$ cat config.mk
export PLATFORM = sky130hd
export DESIGN_NAME = hash_result_scanner
export DESIGN_NICKNAME = d
export VERILOG_FILES = /design/src/rtl/hash_result_scanner.sv
export SDC_FILE = /design/constraint.sdc
export NUM_CORES = 1
export LEC_CHECK = 0
export BUFFER_PORTS_ARGS = -buffer_cell sky130_fd_sc_hd__buf_2
export CELL_PAD_IN_SITES_DETAIL_PLACEMENT = 1
export CELL_PAD_IN_SITES_GLOBAL_PLACEMENT = 1
export CORE_ASPECT_RATIO = 0.75
export CORE_MARGIN = 10
export CORE_UTILIZATION = 37
export CTS_BUF_LIST = sky130_fd_sc_hd__clkbuf_2
export DETAILED_ROUTE_END_ITERATION = 10
export PLACE_DENSITY = 0.87
export SETUP_SLACK_MARGIN = 0.2
export SYNTH_ARGS = -nofsm -noshare
export SYNTH_HDL_FRONTEND = slang
export SYNTH_SLANG_ARGS = --single-unit
$ cat constraint.sdc
create_clock -name clk -period 2.25 [get_ports clk]
set_input_delay 0.1125 -clock clk [delete_from_list [all_inputs] [get_ports clk]]
set_output_delay 0.1125 -clock clk [all_outputs]
set_load 0.02 [all_outputs]
$ cat src/rtl/hash_result_scanner.sv
// hash_result_scanner
//
// Reads back the per-nonce result words (H0 of each final digest) that the
// hash engine left in shared memory. Each word is compared against a
// difficulty target. The block keeps the smallest hash seen and its index,
// then writes one packed summary word directly after the result array.
//
// Ports:
//   clk            system clock, also forwarded to the memory as mem_clk
//   reset          synchronous, active-high reset
//   start          single-cycle scan request, honoured only while idle
//   result_addr    base address of the result array (latched with start)
//   target         difficulty threshold (latched with start)
//   done           one-cycle pulse after the summary word has been written
//   found          at least one hash was strictly below target
//   hit_count      number of hashes strictly below target
//   best_nonce     index of the smallest hash (lowest index on ties)
//   best_hash      smallest hash value seen
//   mem_clk        copy of clk for the single-port memory
//   mem_we         memory write enable
//   mem_addr       memory address (16-bit, wraps modulo 2^16)
//   mem_write_data summary word
//   mem_read_data  read data, valid the cycle after the address is sampled
module hash_result_scanner #(
  parameter int NUM_NONCES = 16,
  parameter int NONCE_W    = $clog2(NUM_NONCES)
) (
  input  logic               clk,
  input  logic               reset,
  input  logic               start,
  input  logic [15:0]        result_addr,
  input  logic [31:0]        target,
  output logic               done,
  output logic               found,
  output logic [NONCE_W:0]   hit_count,
  output logic [NONCE_W-1:0] best_nonce,
  output logic [31:0]        best_hash,
  output logic               mem_clk,
  output logic               mem_we,
  output logic [15:0]        mem_addr,
  output logic [31:0]        mem_write_data,
  input  logic [31:0]        mem_read_data
);

  localparam logic [2:0] IDLE   = 3'd0;
  localparam logic [2:0] ISSUE  = 3'd1;
  localparam logic [2:0] DRAIN  = 3'd2;
  localparam logic [2:0] WRITE  = 3'd3;
  localparam logic [2:0] FINISH = 3'd4;

  localparam logic [NONCE_W-1:0] LAST_IDX   = NONCE_W'(NUM_NONCES - 1);
  localparam logic [NONCE_W-1:0] ISSUE_LAST = NONCE_W'(NUM_NONCES - 2);
  localparam logic [15:0]        ARRAY_LEN  = 16'(NUM_NONCES);

  logic [2:0]         state;
  logic [15:0]        base_q;
  logic [31:0]        target_q;
  logic [NONCE_W-1:0] issue_cnt;
  logic [NONCE_W-1:0] cap_cnt;
  logic               rd_v1;
  logic               rd_v2;
  logic [31:0]        summary_word;

  assign mem_clk = clk;

  // The summary packs the flag, an 8-bit hit count and a 16-bit nonce index.
  // It is built from the registered results, so by the time WRITE runs the
  // final capture has already been folded in.
  always_comb begin
    summary_word = {found, 7'b0, 8'(hit_count), 16'(best_nonce)};
  end

  // Main sequencer. Addresses are issued back to back; rd_v1/rd_v2 form a
  // two-stage valid pipeline that mirrors the memory's one-cycle read latency,
  // so a word is captured two edges after its address was registered. The
  // capture counter runs off that pipeline rather than the issue counter,
  // which lets the captures overlap ISSUE and spill into DRAIN naturally.
  always_ff @(posedge clk) begin
    if (reset) begin
      state          <= IDLE;
      base_q         <= '0;
      target_q       <= '0;
      issue_cnt      <= '0;
      cap_cnt        <= '0;
      rd_v1          <= 1'b0;
      rd_v2          <= 1'b0;
      done           <= 1'b0;
      mem_we         <= 1'b0;
      mem_addr       <= '0;
      mem_write_data <= '0;
      found          <= 1'b0;
      hit_count      <= '0;
      best_nonce     <= '0;
      best_hash      <= 32'hFFFF_FFFF;
    end else begin
      rd_v1 <= 1'b0;
      rd_v2 <= rd_v1;
      done  <= 1'b0;

      case (state)
        IDLE: begin
          mem_we <= 1'b0;
          if (start) begin
            base_q     <= result_addr;
            target_q   <= target;
            mem_addr   <= result_addr;
            issue_cnt  <= '0;
            cap_cnt    <= '0;
            hit_count  <= '0;
            found      <= 1'b0;
            best_hash  <= 32'hFFFF_FFFF;
            best_nonce <= '0;
            rd_v1      <= 1'b1;
            state      <= ISSUE;
          end
        end
        ISSUE: begin
          mem_addr  <= mem_addr + 16'd1;
          issue_cnt <= issue_cnt + NONCE_W'(1);
          rd_v1     <= 1'b1;
          if (issue_cnt == ISSUE_LAST) begin
            state <= DRAIN;
          end
        end
        DRAIN: begin
          if (rd_v2 && (cap_cnt == LAST_IDX)) begin
            state <= WRITE;
          end
        end
        WRITE: begin
          mem_we         <= 1'b1;
          mem_addr       <= base_q + ARRAY_LEN;
          mem_write_data <= summary_word;
          state          <= FINISH;
        end
        FINISH: begin
          mem_we <= 1'b0;
          done   <= 1'b1;
          state  <= IDLE;
        end
        default: begin
          state <= IDLE;
        end
      endcase

      // Strict comparisons: a hash equal to the target is not a hit, and a
      // hash equal to the current best does not displace the earlier index.
      if (rd_v2 && (state != IDLE)) begin
        cap_cnt <= cap_cnt + NONCE_W'(1);
        if (mem_read_data < target_q) begin
          hit_count <= hit_count + (NONCE_W+1)'(1);
          found     <= 1'b1;
        end
        if (mem_read_data < best_hash) begin
          best_hash  <= mem_read_data;
          best_nonce <= cap_cnt;
        end
      end
    end
  end

endmodule

* Yosys cells after proc, flatten, opt, wreduce, memory -nomap -nowiden *
Index checks and enable logic that the tools add are counted.

storage, ports and cells
  register bits = 131
  logic and storage cells = 76

cells by class
  $add $sub $neg = 5
  magnitude comparators = 2
  eq/ne operators = 9
  muxes and demuxes = 30
  reductions and logical operators = 15

operator list
  kind                                                                    count
  32-bit two-way mux                                                      4
  32-bit < comparator                                                     2
  16-bit case mux with 3 select lines                                     1
  4-bit two-way mux                                                       7
  5-bit two-way mux                                                       4
  16-bit by 1-bit adder with 16-bit output (second input constant)        1
  16-bit by 5-bit adder with 16-bit output (second input constant)        1
  16-bit two-way mux                                                      1
  3-bit case mux with 4 select lines                                      1
  3-bit two-way mux                                                       3
  4-bit by 1-bit adder with 4-bit output (second input constant)          2
  4-bit equality test (second input constant)                             2
  4-bit case mux with 2 select lines                                      1
  2-bit AND reduction                                                     4
  2-bit nonzero test                                                      4
  3-bit by 2-bit equality test with 1-bit output (second input constant)  2
  1-bit two-way mux                                                       6
  2-bit != test (second input constant)                                   3
  3-bit nonzero test                                                      2
  5-bit by 1-bit adder with 5-bit output (second input constant)          1
  1-bit case mux with 2 select lines                                      2
  3-bit by 1-bit equality test with 1-bit output (second input constant)  1
  3-bit equality test (second input constant)                             1
  3-bit zero test                                                         1
  other kinds (3)                                                         4

* Longest topological paths before layout *
  depth in word-level cells = 4
  depth in mapped cells = 10
  gate-level depth less buffers = 8

==> PnR_summary.wiki <==
{| class="wikitable"
! Metric !! Value
|-
| Average wire per cell in the routed design || 19.3 um
|-
| Total Power || 5.41 mW
|-
| CTS clk-pin slew, worst paths || 0.22 ns
|-
| Via count of the first global-routing pass || 8016
|-
| Highest-count cells in the layout ignoring fill and taps || nand2_1, buf_2, dfxtp_1
|-
| Number of warnings reported in the yosys synthesis log || 0
|-
| Portion of the post-synthesis area used by sequential elements || 0.355
|-
| Data arrival time of the critical path || 2.99 ns
|-
| Part of the cycle the worst path needs || 1.00
|-
| Floorplan row count || 44
|-
| Pre-CTS setup slack || -0.0843 ns
|-
| Lkg Pwr || 4.38 nW
|-
| Post-Layout Cell Count || 1467
|-
| RD Place Congestion || 0.820
|-
| Dominant synthesized flop cell || dfxtp_1
|-
| Total area of sequential cells || 2680 sq um
|-
| Skew-Pair Late Insertion Delay || 0.83 ns
|-
| Status || finished, violations left
|-
| Highest metal layer with signal wires || met4
|-
| Flip-flop and latch count after synthesis || 131
|-
| Number of nets in the layout || 1348
|-
| DP HPWL || 18.2 mm
|-
| Width of the chip || 183 um
|-
| Share of async-settable or async-resettable flops after synthesis || 0
|-
| CP Data Required Time || 2.99 ns
|-
| Peak supply drop || 0.371 mV
|-
| Max-slew violation count || 0
|-
| Worst rel slew slack || 0.583
|-
| Number of max-cap violations || 0
|-
| CTS tree || done
|-
| Worst hold margin || 0.0549 ns
|-
| Routed via count || 7680
|-
| Number of failing hold endpoints at the final stage || 0
|-
| Path type of the worst setup path || reg2reg
|-
| Pin count of the biggest net entering global routing || 87
|-
| WL met2 || 13.6 mm
|-
| Setup_tns || -0.0118 ns
|-
| Worst Tran Pin Value || 0.625 ns
|-
| Vertical die dimension || 142 um
|-
| Fraction of layout cells with a size suffix above 1 || 0.282
|-
| Drt initial violations || 399
|-
| Total I/O pin count || 176
|-
| Time the final worst path needs with I/O delays and setup || 2.26 ns
|-
| Detail Route met3 WL || 1.68 mm
|-
| Worst Setup End Kind || flip-flop
|-
| Synthesized netlist cell count || 931
|-
| Wire length of the first global-routing pass || 43.1 mm
|-
| Port Buffer Count || 153
|-
| Post-route design area || 10200 sq um
|-
| Vias per inst || 5.24
|-
| Die ar. || 26100 sq um
|-
| Number of antenna violations at the first check in global routing || 3
|-
| WL final || 28.3 mm
|-
| Least setup slack across all paths after layout || -0.00614 ns
|-
| Filler cell count in the final layout || 2383
|-
| Setup-failing EPs final || 3
|-
| Number of enable-type register cells in the synthesized netlist || 0
|-
| Placed Area || 8470 sq um
|-
| P&R area growth vs syn || 37.7%
|-
| Area leader, netlist || dfxtp_1
|-
| Highest attainable clock frequency || 443 MHz
|-
| Number of detailed-route iterations in the first pass || 7
|-
| Initial standard-cell utilization of the core || 0.379
|-
| GRT Residual Overflow || 0
|-
| Instance count after placement with tap cells included || 1317
|-
| Violations in the final reports || negative setup slack
|-
| Most common cell after layout, fill and taps aside || nand2_1
|-
| Path class of the lowest-slack min-delay path || in2reg
|-
| Synth top area cells || dfxtp_1, ha_1, nand2_1, a21oi_1, mux2i_1
|-
| Post-Route Skew || 0.0459 ns
|-
| Post-route antenna net violation count || 0
|-
| Setup repair after global routing missed its margin || true
|-
| Synth cell types || 59
|-
| Top-area cell type share of the netlist area || 0.355
|-
| Startpoint Class || flip-flop
|-
| Residual DRC count || 0
|-
| Multi-input gate area in the final layout || 4490 sq um
|-
| Area of the mapped netlist || 7380 sq um
|-
| Total Routing Usage GR || 0.207
|-
| Total core area || 19500 sq um
|-
| Power density cells || 533 nW/um^2
|-
| Utilization of the core after routing || 0.522
|-
| Post-Route M1 WL || 12.6 mm
|-
| Post-synthesis average cell area || 7.93 sq um
|-
| Highest fanout seen on the critical path || 7
|}
==> cells in the mapped netlist (9+ instances only) <==
cell / instances
nand2_1: 162
dfxtp_1: 131
a21oi_1: 101
nor2_1: 69
ha_1: 68
inv_1: 67
nor3_1: 49
mux2i_1: 38
clkbuf_1: 33
o21ai_0: 28
buf_4: 24
nand3_1: 23
a211oi_1: 15
nand4_1: 15
xnor2_1: 10
buf_2: 9
==> registers in the layout, summed over array words and instances (netlist names) <==
signal,cells
issue_cnt,4
rd_v2,1
base_q,16
mem_addr,16
found,1
mem_we,1
mem_write_data,10
hit_count,5
state,3
best_hash,32
best_nonce,4
done,1
cap_cnt,4
rd_v1,1
target_q,32
==> final cells by class <==
class,instances,area share
multi-input cells,681,0.442
flip-flops and latches,131,0.264
repair buffers,294,0.211
well taps,253,0.0311
inverters,68,0.0251
clock inverters,10,0.0132
clock buffers,26,0.0128
diodes,4,0.000985
==> metal layers <==
layer,vias up,global-route usage
li1,3699,-
met1,3751,0.256
met2,192,0.343
met3,38,0.0602
met4,0,0.0577
met5,-,0
==> final timing paths <==
kind | startpoint | to | slack [ns] | cells after the start
hold reg to reg | target_q[3] | target_q[3] | 0.47 | 2
setup / recovery | best_hash[3] | best_hash[16] | -0.006 | 10
setup reg to reg | best_hash[3] | best_hash[16] | -0.006 | 10
hold / removal | result_addr[4] | base_q[4] | 0.05 | 4
==> power by group <==
group	internal (mW)	switching (mW)	leakage (nW)
logic	0.521	0.698	3.15
registers	2.43	0.0977	1.07
clock network	0.685	0.988	0.168
==> cell families after synthesis <==
family	Yosys count	share of synthesized area
other	1	0.000508
adder cells (fa/ha/maj)	68	0.115
flip-flops	131	0.355
XOR/XNOR	16	0.0190
multiplexers	39	0.0530
buffers and inverters	140	0.0935
AND/OR/NAND/NOR	351	0.210
AO/OA/AOI/OAI	185	0.153
==> critical path, stage by stage, from the launching register on <==
cell and delay (ns):
dfxtp_4 0.40, inv_1 0.05, ha_1 0.29, o21a_1 0.15, o21ai_2 0.20, o21ai_2 0.08
a41o_1 0.28, o31ai_4 0.21, buf_6 0.20, buf_12 0.15, mux2i_1 0.21
==> what timing repair did <==
action / 4_1_cts / 5_1_grt
endpoints found under the setup margin: 42 / 74
hold buffers: 83 / 2
pin swaps: 15 / 16
endpoints found under the hold margin: 127 / 2
setup buffers: 14 / 9
cloned: 2 / 1
resized for setup: 49 / 34
Power figures use the tool's default switching activity.
